<file path="src/rtl/adbg_or1k_burst_ctrl.sv">
// rtl/adbg_or1k_burst_ctrl.sv - TCK-domain burst sequencer in front of the OR1K debug BIU.
// Splits one burst command into single-word strobe/rdy accesses with streamed data.
module adbg_or1k_burst_ctrl #(
  parameter int CNT_W    = 16,
  parameter int ADDR_INC = 1
) (
  input  logic             tck_i,
  input  logic             rst_i,
  input  logic             cmd_valid_i,
  output logic             cmd_ready_o,
  input  logic [31:0]      cmd_addr_i,
  input  logic [CNT_W-1:0] cmd_count_i,
  input  logic             cmd_write_i,
  input  logic             abort_i,
  input  logic [31:0]      wdata_i,
  input  logic             wdata_valid_i,
  output logic             wdata_ready_o,
  output logic [31:0]      rdata_o,
  output logic             rdata_valid_o,
  input  logic             rdata_ready_i,
  output logic [31:0]      biu_addr_o,
  output logic [31:0]      biu_data_o,
  output logic             biu_rd_wrn_o,
  output logic             biu_strobe_o,
  input  logic [31:0]      biu_data_i,
  input  logic             biu_rdy_i,
  output logic             busy_o,
  output logic [CNT_W-1:0] words_done_o
);

  localparam logic [31:0] ADDR_STEP = 32'(ADDR_INC);

  typedef enum logic [2:0] {
    S_IDLE,
    S_FETCH,
    S_ISSUE,
    S_WAIT,
    S_PUSH
  } state_e;

  state_e           state_q, state_d;
  logic [31:0]      addr_q, addr_d;
  logic [31:0]      wdat_q, wdat_d;
  logic [31:0]      rdat_q, rdat_d;
  logic             rd_wrn_q, rd_wrn_d;
  logic             abort_q, abort_d;
  logic [CNT_W-1:0] count_q, count_d;
  logic [CNT_W-1:0] done_q, done_d;
  logic [CNT_W-1:0] done_inc;

  // Saturating so words_done never exceeds the commanded count.
  assign done_inc = (done_q < count_q) ? done_q + 1'b1 : done_q;

  always_ff @(posedge tck_i or posedge rst_i) begin
    if (rst_i) begin
      state_q  <= S_IDLE;
      addr_q   <= '0;
      wdat_q   <= '0;
      rdat_q   <= '0;
      rd_wrn_q <= 1'b1;
      abort_q  <= 1'b0;
      count_q  <= '0;
      done_q   <= '0;
    end else begin
      state_q  <= state_d;
      addr_q   <= addr_d;
      wdat_q   <= wdat_d;
      rdat_q   <= rdat_d;
      rd_wrn_q <= rd_wrn_d;
      abort_q  <= abort_d;
      count_q  <= count_d;
      done_q   <= done_d;
    end
  end

  always_comb begin
    state_d       = state_q;
    addr_d        = addr_q;
    wdat_d        = wdat_q;
    rdat_d        = rdat_q;
    rd_wrn_d      = rd_wrn_q;
    abort_d       = abort_q;
    count_d       = count_q;
    done_d        = done_q;
    cmd_ready_o   = 1'b0;
    wdata_ready_o = 1'b0;
    biu_strobe_o  = 1'b0;

    unique case (state_q)
      S_IDLE: begin
        cmd_ready_o = 1'b1;
        abort_d     = 1'b0;
        if (cmd_valid_i && !abort_i) begin
          addr_d   = cmd_addr_i;
          count_d  = cmd_count_i;
          rd_wrn_d = ~cmd_write_i;
          done_d   = '0;
          if (cmd_count_i != '0) begin
            state_d = cmd_write_i ? S_FETCH : S_ISSUE;
          end
        end
      end

      S_FETCH: begin
        if (abort_i) begin
          state_d = S_IDLE;
        end else begin
          wdata_ready_o = 1'b1;
          if (wdata_valid_i) begin
            wdat_d  = wdata_i;
            state_d = S_ISSUE;
          end
        end
      end

      S_ISSUE: begin
        biu_strobe_o = biu_rdy_i;
        if (biu_rdy_i) begin
          // An abort alongside the strobe cannot stop the access; finish it first.
          abort_d = abort_i;
          state_d = S_WAIT;
        end else if (abort_i) begin
          state_d = S_IDLE;
        end
      end

      S_WAIT: begin
        if (abort_i) abort_d = 1'b1;
        if (biu_rdy_i) begin
          done_d = done_inc;
          addr_d = addr_q + ADDR_STEP;
          if (abort_q || abort_i) begin
            state_d = S_IDLE;
          end else if (rd_wrn_q) begin
            rdat_d  = biu_data_i;
            state_d = S_PUSH;
          end else begin
            state_d = (done_inc < count_q) ? S_FETCH : S_IDLE;
          end
        end
      end

      S_PUSH: begin
        if (abort_i) begin
          state_d = S_IDLE;
        end else if (rdata_ready_i) begin
          state_d = (done_q < count_q) ? S_ISSUE : S_IDLE;
        end
      end

      default: state_d = S_IDLE;
    endcase
  end

  assign rdata_o       = rdat_q;
  assign rdata_valid_o = (state_q == S_PUSH);
  assign biu_addr_o    = addr_q;
  assign biu_data_o    = wdat_q;
  assign biu_rd_wrn_o  = rd_wrn_q;
  assign busy_o        = (state_q != S_IDLE);
  assign words_done_o  = done_q;

endmodule

</file>
<file path="config.mk">
export PLATFORM = sky130hd
export DESIGN_NAME = adbg_or1k_burst_ctrl
export DESIGN_NICKNAME = d
export VERILOG_FILES = /design/src/rtl/adbg_or1k_burst_ctrl.sv
export SDC_FILE = /design/constraint.sdc
export NUM_CORES = 1
export LEC_CHECK = 0
export CAP_MARGIN = 20
export CORE_ASPECT_RATIO = 1.75
export CORE_UTILIZATION = 50
export DETAILED_ROUTE_END_ITERATION = 10
export PLACE_DENSITY = 0.95
export RECOVER_POWER = 25
export SLEW_MARGIN = 20
export SYNTH_ARGS = -nofsm -noshare
export SYNTH_HDL_FRONTEND = slang
export SYNTH_SLANG_ARGS = --single-unit
</file>
<file path="constraint.sdc">
create_clock -name tck_i -period 14.15 [get_ports tck_i]
set_input_delay 2.83 -clock tck_i [delete_from_list [all_inputs] [get_ports tck_i]]
set_output_delay 2.83 -clock tck_i [all_outputs]
set_load 0.01 [all_outputs]
</file>
==> impl_metrics.py <==
metrics = {
    "worst_setup_path": {
        "crit_buf_inv": 3,
        "cp.required_ns": 13.63,
        "crit_type": "in -> async",
        "cp_top_family": "buffers and inverters",
        "crit_fanout": 82,
        "path_cells": "dlygate4sd3_1 > clkinvlp_2 > clkbuf_1",
        "critPathLaunchType": "input pin",
        "critical_path.max_stage_delay_ns": 3.15,
        "arrival_ns": 7.98,
        "end_kind": "asynchronous set/reset pin",
        "reg2reg_from": "words_done_o[13]$_DFFE_PP0P_",
        "critPathSlowestCell": "clkbuf_1",
        "r2r_end": "state_q[0]$_DFFE_PP0P_",
        "r2r_cells": 12,
        "r2r_slack_ns": 9.70,
    },
    "floorplanning": {
        "rows": 58,
        "ioPinCount": 238,
        "die_x_um": 93.4,
        "dieArea_um2": 15100,
        "core_um2": 14300,
        "die_y_um": 162,
        "start_util": 0.511,
    },
    "power": {
        "p_leak_nw": 4.58,
        "p_clk_frac": 0.244,
        "power_frac_comb": 0.394,
        "pwr_density_cell_nw_per_um2": 173,
        "power_switching_uw": 641,
        "internal_power_mw": 1.15,
        "ir_drop_mv": 0.162,
        "power_frac_seq": 0.362,
        "swShare": 0.357,
        "total_power_mw": 1.79,
    },
    "drt": {
        "wl_mm": 22.5,
        "drt_iter0_markers": 367,
        "vias_per_cell": 5.99,
        "num_vias": 6966,
        "dr.pass1.iters": 7,
        "ant_nets": 0,
        "wire_per_inst_um": 19.3,
        "drc_errors": 0,
    },
    "layout": {
        "multi_input_area_um2": 3720,
        "drive_gt1_frac": 0.114,
        "final_nets": 1123,
        "fillers": 983,
        "antenna_cells": 0,
        "area.growth.synth_to_final_pct": 41.9,
        "seqCellArea_um2": 3330,
        "final_area_um2": 10400,
    },
    "synthesis": {
        "synthFlopType": "dfrtp_1",
        "synth_area_leaders": "dfrtp_1, mux2_2, nand2_1, ha_1, o21ai_0",
        "synth_cell_types": 62,
        "synth_top_area_cell": "dfrtp_1",
        "syn_nets": 902,
        "ys_async_sr_fraction": 1.00,
        "netlist_area_um2": 7310,
        "syn_avg_cell_area_um2": 9.74,
        "yosys_warnings": 0,
        "synth-seq-area-share": 0.456,
        "yosys.area.top_type_share": 0.452,
        "synth_edf_count": 0,
        "syn_inst": 750,
        "ys_ff_latch": 133,
    },
    "place": {
        "placed_area_um2": 9800,
        "globalplace.congestion": 0.891,
        "hpwl_mm": 16.4,
        "io_buffers": 237,
        "dp_slack_ns": 6.92,
    },
    "cts": {
        "insertion_delay_ns": 0.42,
        "cts_resized": 0,
        "cts_setup_buffers": 0,
        "cts_hold_buf": 0,
        "cts-root-buf": "clkbuf_16",
        "clock-sinks": 133,
        "clk_path_buf_depth": 2,
        "htreeDepth": 4,
        "clk_pin_slew_ns": 0.06,
        "cts_buffers": 17,
        "cts_tree": "built",
    },
    "min_path": {
        "min_path_type": "reg -> reg",
        "hold_start": "rdata_o[18]$_DFFE_PP0P_",
        "hold_end": "rdata_o[18]$_DFFE_PP0P_",
        "hold_path_depth": 1,
    },
    "grt": {
        "antenna_found_initial": 0,
        "grt_max_degree": 83,
        "grt_pass1_vias": 7145,
        "grt_pass1_wl_mm": 35.2,
        "grt_use_total": 0.304,
        "grt_overflow_total": 0,
    },
    "timing": {
        "setup_ws_ns": 5.66,
        "grt_setup_unrepaired": "no",
        "slew_headroom": -1.94,
        "hold_viol_final": 0,
        "setup_viol": 0,
        "drv_slew": 168,
        "fin_crit_sh": 0.600,
        "fmax_mhz": 118,
        "setup_tns_ns": 0,
        "worstMarginPinSlew_ns": 4.41,
        "timing.hold.ws_ns": 0.502,
        "layout_min_cycle_time_ns": 8.49,
        "clock_skew_ns": 0.00905,
    },
    "run_status": {
        "outcome": "complete, but fails checks",
        "violations": "max-capacitance violations, max-slew violations",
    },
    "flow_run": {
        "drv_cap": 3,
    },
}
==> worst max path at each step <==
stage	startpoint	to	cells past startpoint
detailed placement	abort_i	wdata_ready_o	3
global route	rst_i	count_q[10]$_DFFE_PP0P_	3
global placement	abort_i	wdata_ready_o	3
CTS	abort_i	wdata_ready_o	3
floorplan	rst_i	abort_q$_DFFE_PP0P_	1
finish	rst_i	count_q[1]$_DFFE_PP0P_	3
==> synth_stat cells (all sizes together) (2+ instances only) <==
master / n
a211o: 2
a211oi: 4
a21o: 8
a21oi: 20
a221o: 3
a22oi: 4
a31oi: 12
a32oi: 22
and2: 8
and3: 15
and4: 5
buf: 8
clkbuf: 34
dfrtp: 132
ha: 32
inv: 25
mux2: 64
mux2i: 14
nand2: 130
nand2b: 5
nand3: 39
nand3b: 2
nand4: 16
nor2: 28
nor2b: 4
nor3: 8
nor4: 9
o211ai: 6
o21ai: 41
o22ai: 2
o311ai: 2
or2: 3
or3: 6
or4: 5
xnor2: 10
xor2: 4
==> layout by cell type, fill, tap and decap left out, types with 5 or more instances in the layout <==
cell type,synthesis,layout
a21o_1,8,8
a21oi_1,20,20
a31oi_1,12,12
a32oi_1,22,22
and2_1,8,8
and3_1,15,14
and4_1,5,5
buf_4,0,5
clkbuf_16,0,17
clkdlybuf4s50_1,0,193
dfrtp_1,132,132
dlygate4sd3_1,0,44
ha_1,32,32
inv_1,25,24
mux2_2,64,64
mux2i_1,14,14
nand2_1,129,129
nand2b_1,5,5
nand3_1,38,38
nand4_1,16,16
nor2_1,28,28
nor3_1,8,8
nor4_1,8,8
o211ai_1,6,6
o21ai_0,40,40
or3_1,5,5
xnor2_1,10,10
==> routing by layer <==
| layer | part of all wire | track usage | wire (um) | up-vias |
|---|---|---|---|---|
| met1 | 0.34 | 0.302 | 7600 | 3373 |
| met5 | 0 | 0 | 0 | - |
| met3 | 0.075 | 0.0894 | 1680 | 73 |
| met4 | 0.045 | 0.166 | 1000 | 0 |
| li1 | - | - | - | 3179 |
| met2 | 0.54 | 0.555 | 12200 | 341 |
==> cell families after synthesis <==
| kind of cell | after synthesis | synth area share |
|---|---|---|
| flops | 133 | 0.456 |
| fa+ha+maj | 32 | 0.0548 |
| xor+xnor | 14 | 0.0168 |
| mux | 78 | 0.118 |
| buf+inv | 67 | 0.0351 |
| simple gates | 287 | 0.192 |
| compound gates | 139 | 0.128 |
==> through the flow <==
stage | util | std cells
after floorplan | - | 750
after global placement | 0.685 | 1132
after detailed placement | 0.685 | 1132
after CTS | 0.726 | 1163
after global routing | 0.725 | 1163
final | 0.725 | 1163
==> power by group through the flow <==
stage / clock [mW] / combinational [mW] / sequential (mW)
final: 0.438 / 0.707 / 0.650
after global routing: 0.455 / 0.767 / 0.668
after CTS: 0.440 / 0.725 / 0.649
after detailed placement: 0 / 0.718 / 0.652
after global placement: 0 / 0.687 / 0.638
after floorplan: 0 / 0.310 / 0.674
==> final cells by class <==
cell class	instances	share of cell area
clock buffers	17	0.0410
clock inverters	14	0.0148
inverters	25	0.00917
multi-input cells	550	0.359
flip-flops and latches	133	0.321
well taps	180	0.0217
repair buffers	244	0.233
==> state kept, by name, summed over array words and instances (netlist names) <==
signal	flops
count_q	16
biu_data_o	32
rdata_o	32
words_done_o	16
biu_addr_o	32
state_q	3
abort_q	1
biu_rd_wrn_o	1
==> worst register-to-register path: stages, from the launching register on <==
cell and delay, ns:
dfrtp_1 0.52, ha_1 0.37, a211oi_1 0.20, nor2_1 0.08, a311oi_1 0.50, and3_1 0.69
and3_1 0.31, xor2_1 0.16, ha_1 0.26, a211oi_1 0.46, nand2_1 0.09, or4_1 0.49
a32oi_1 0.23
(Power assumes the default switching activity.)
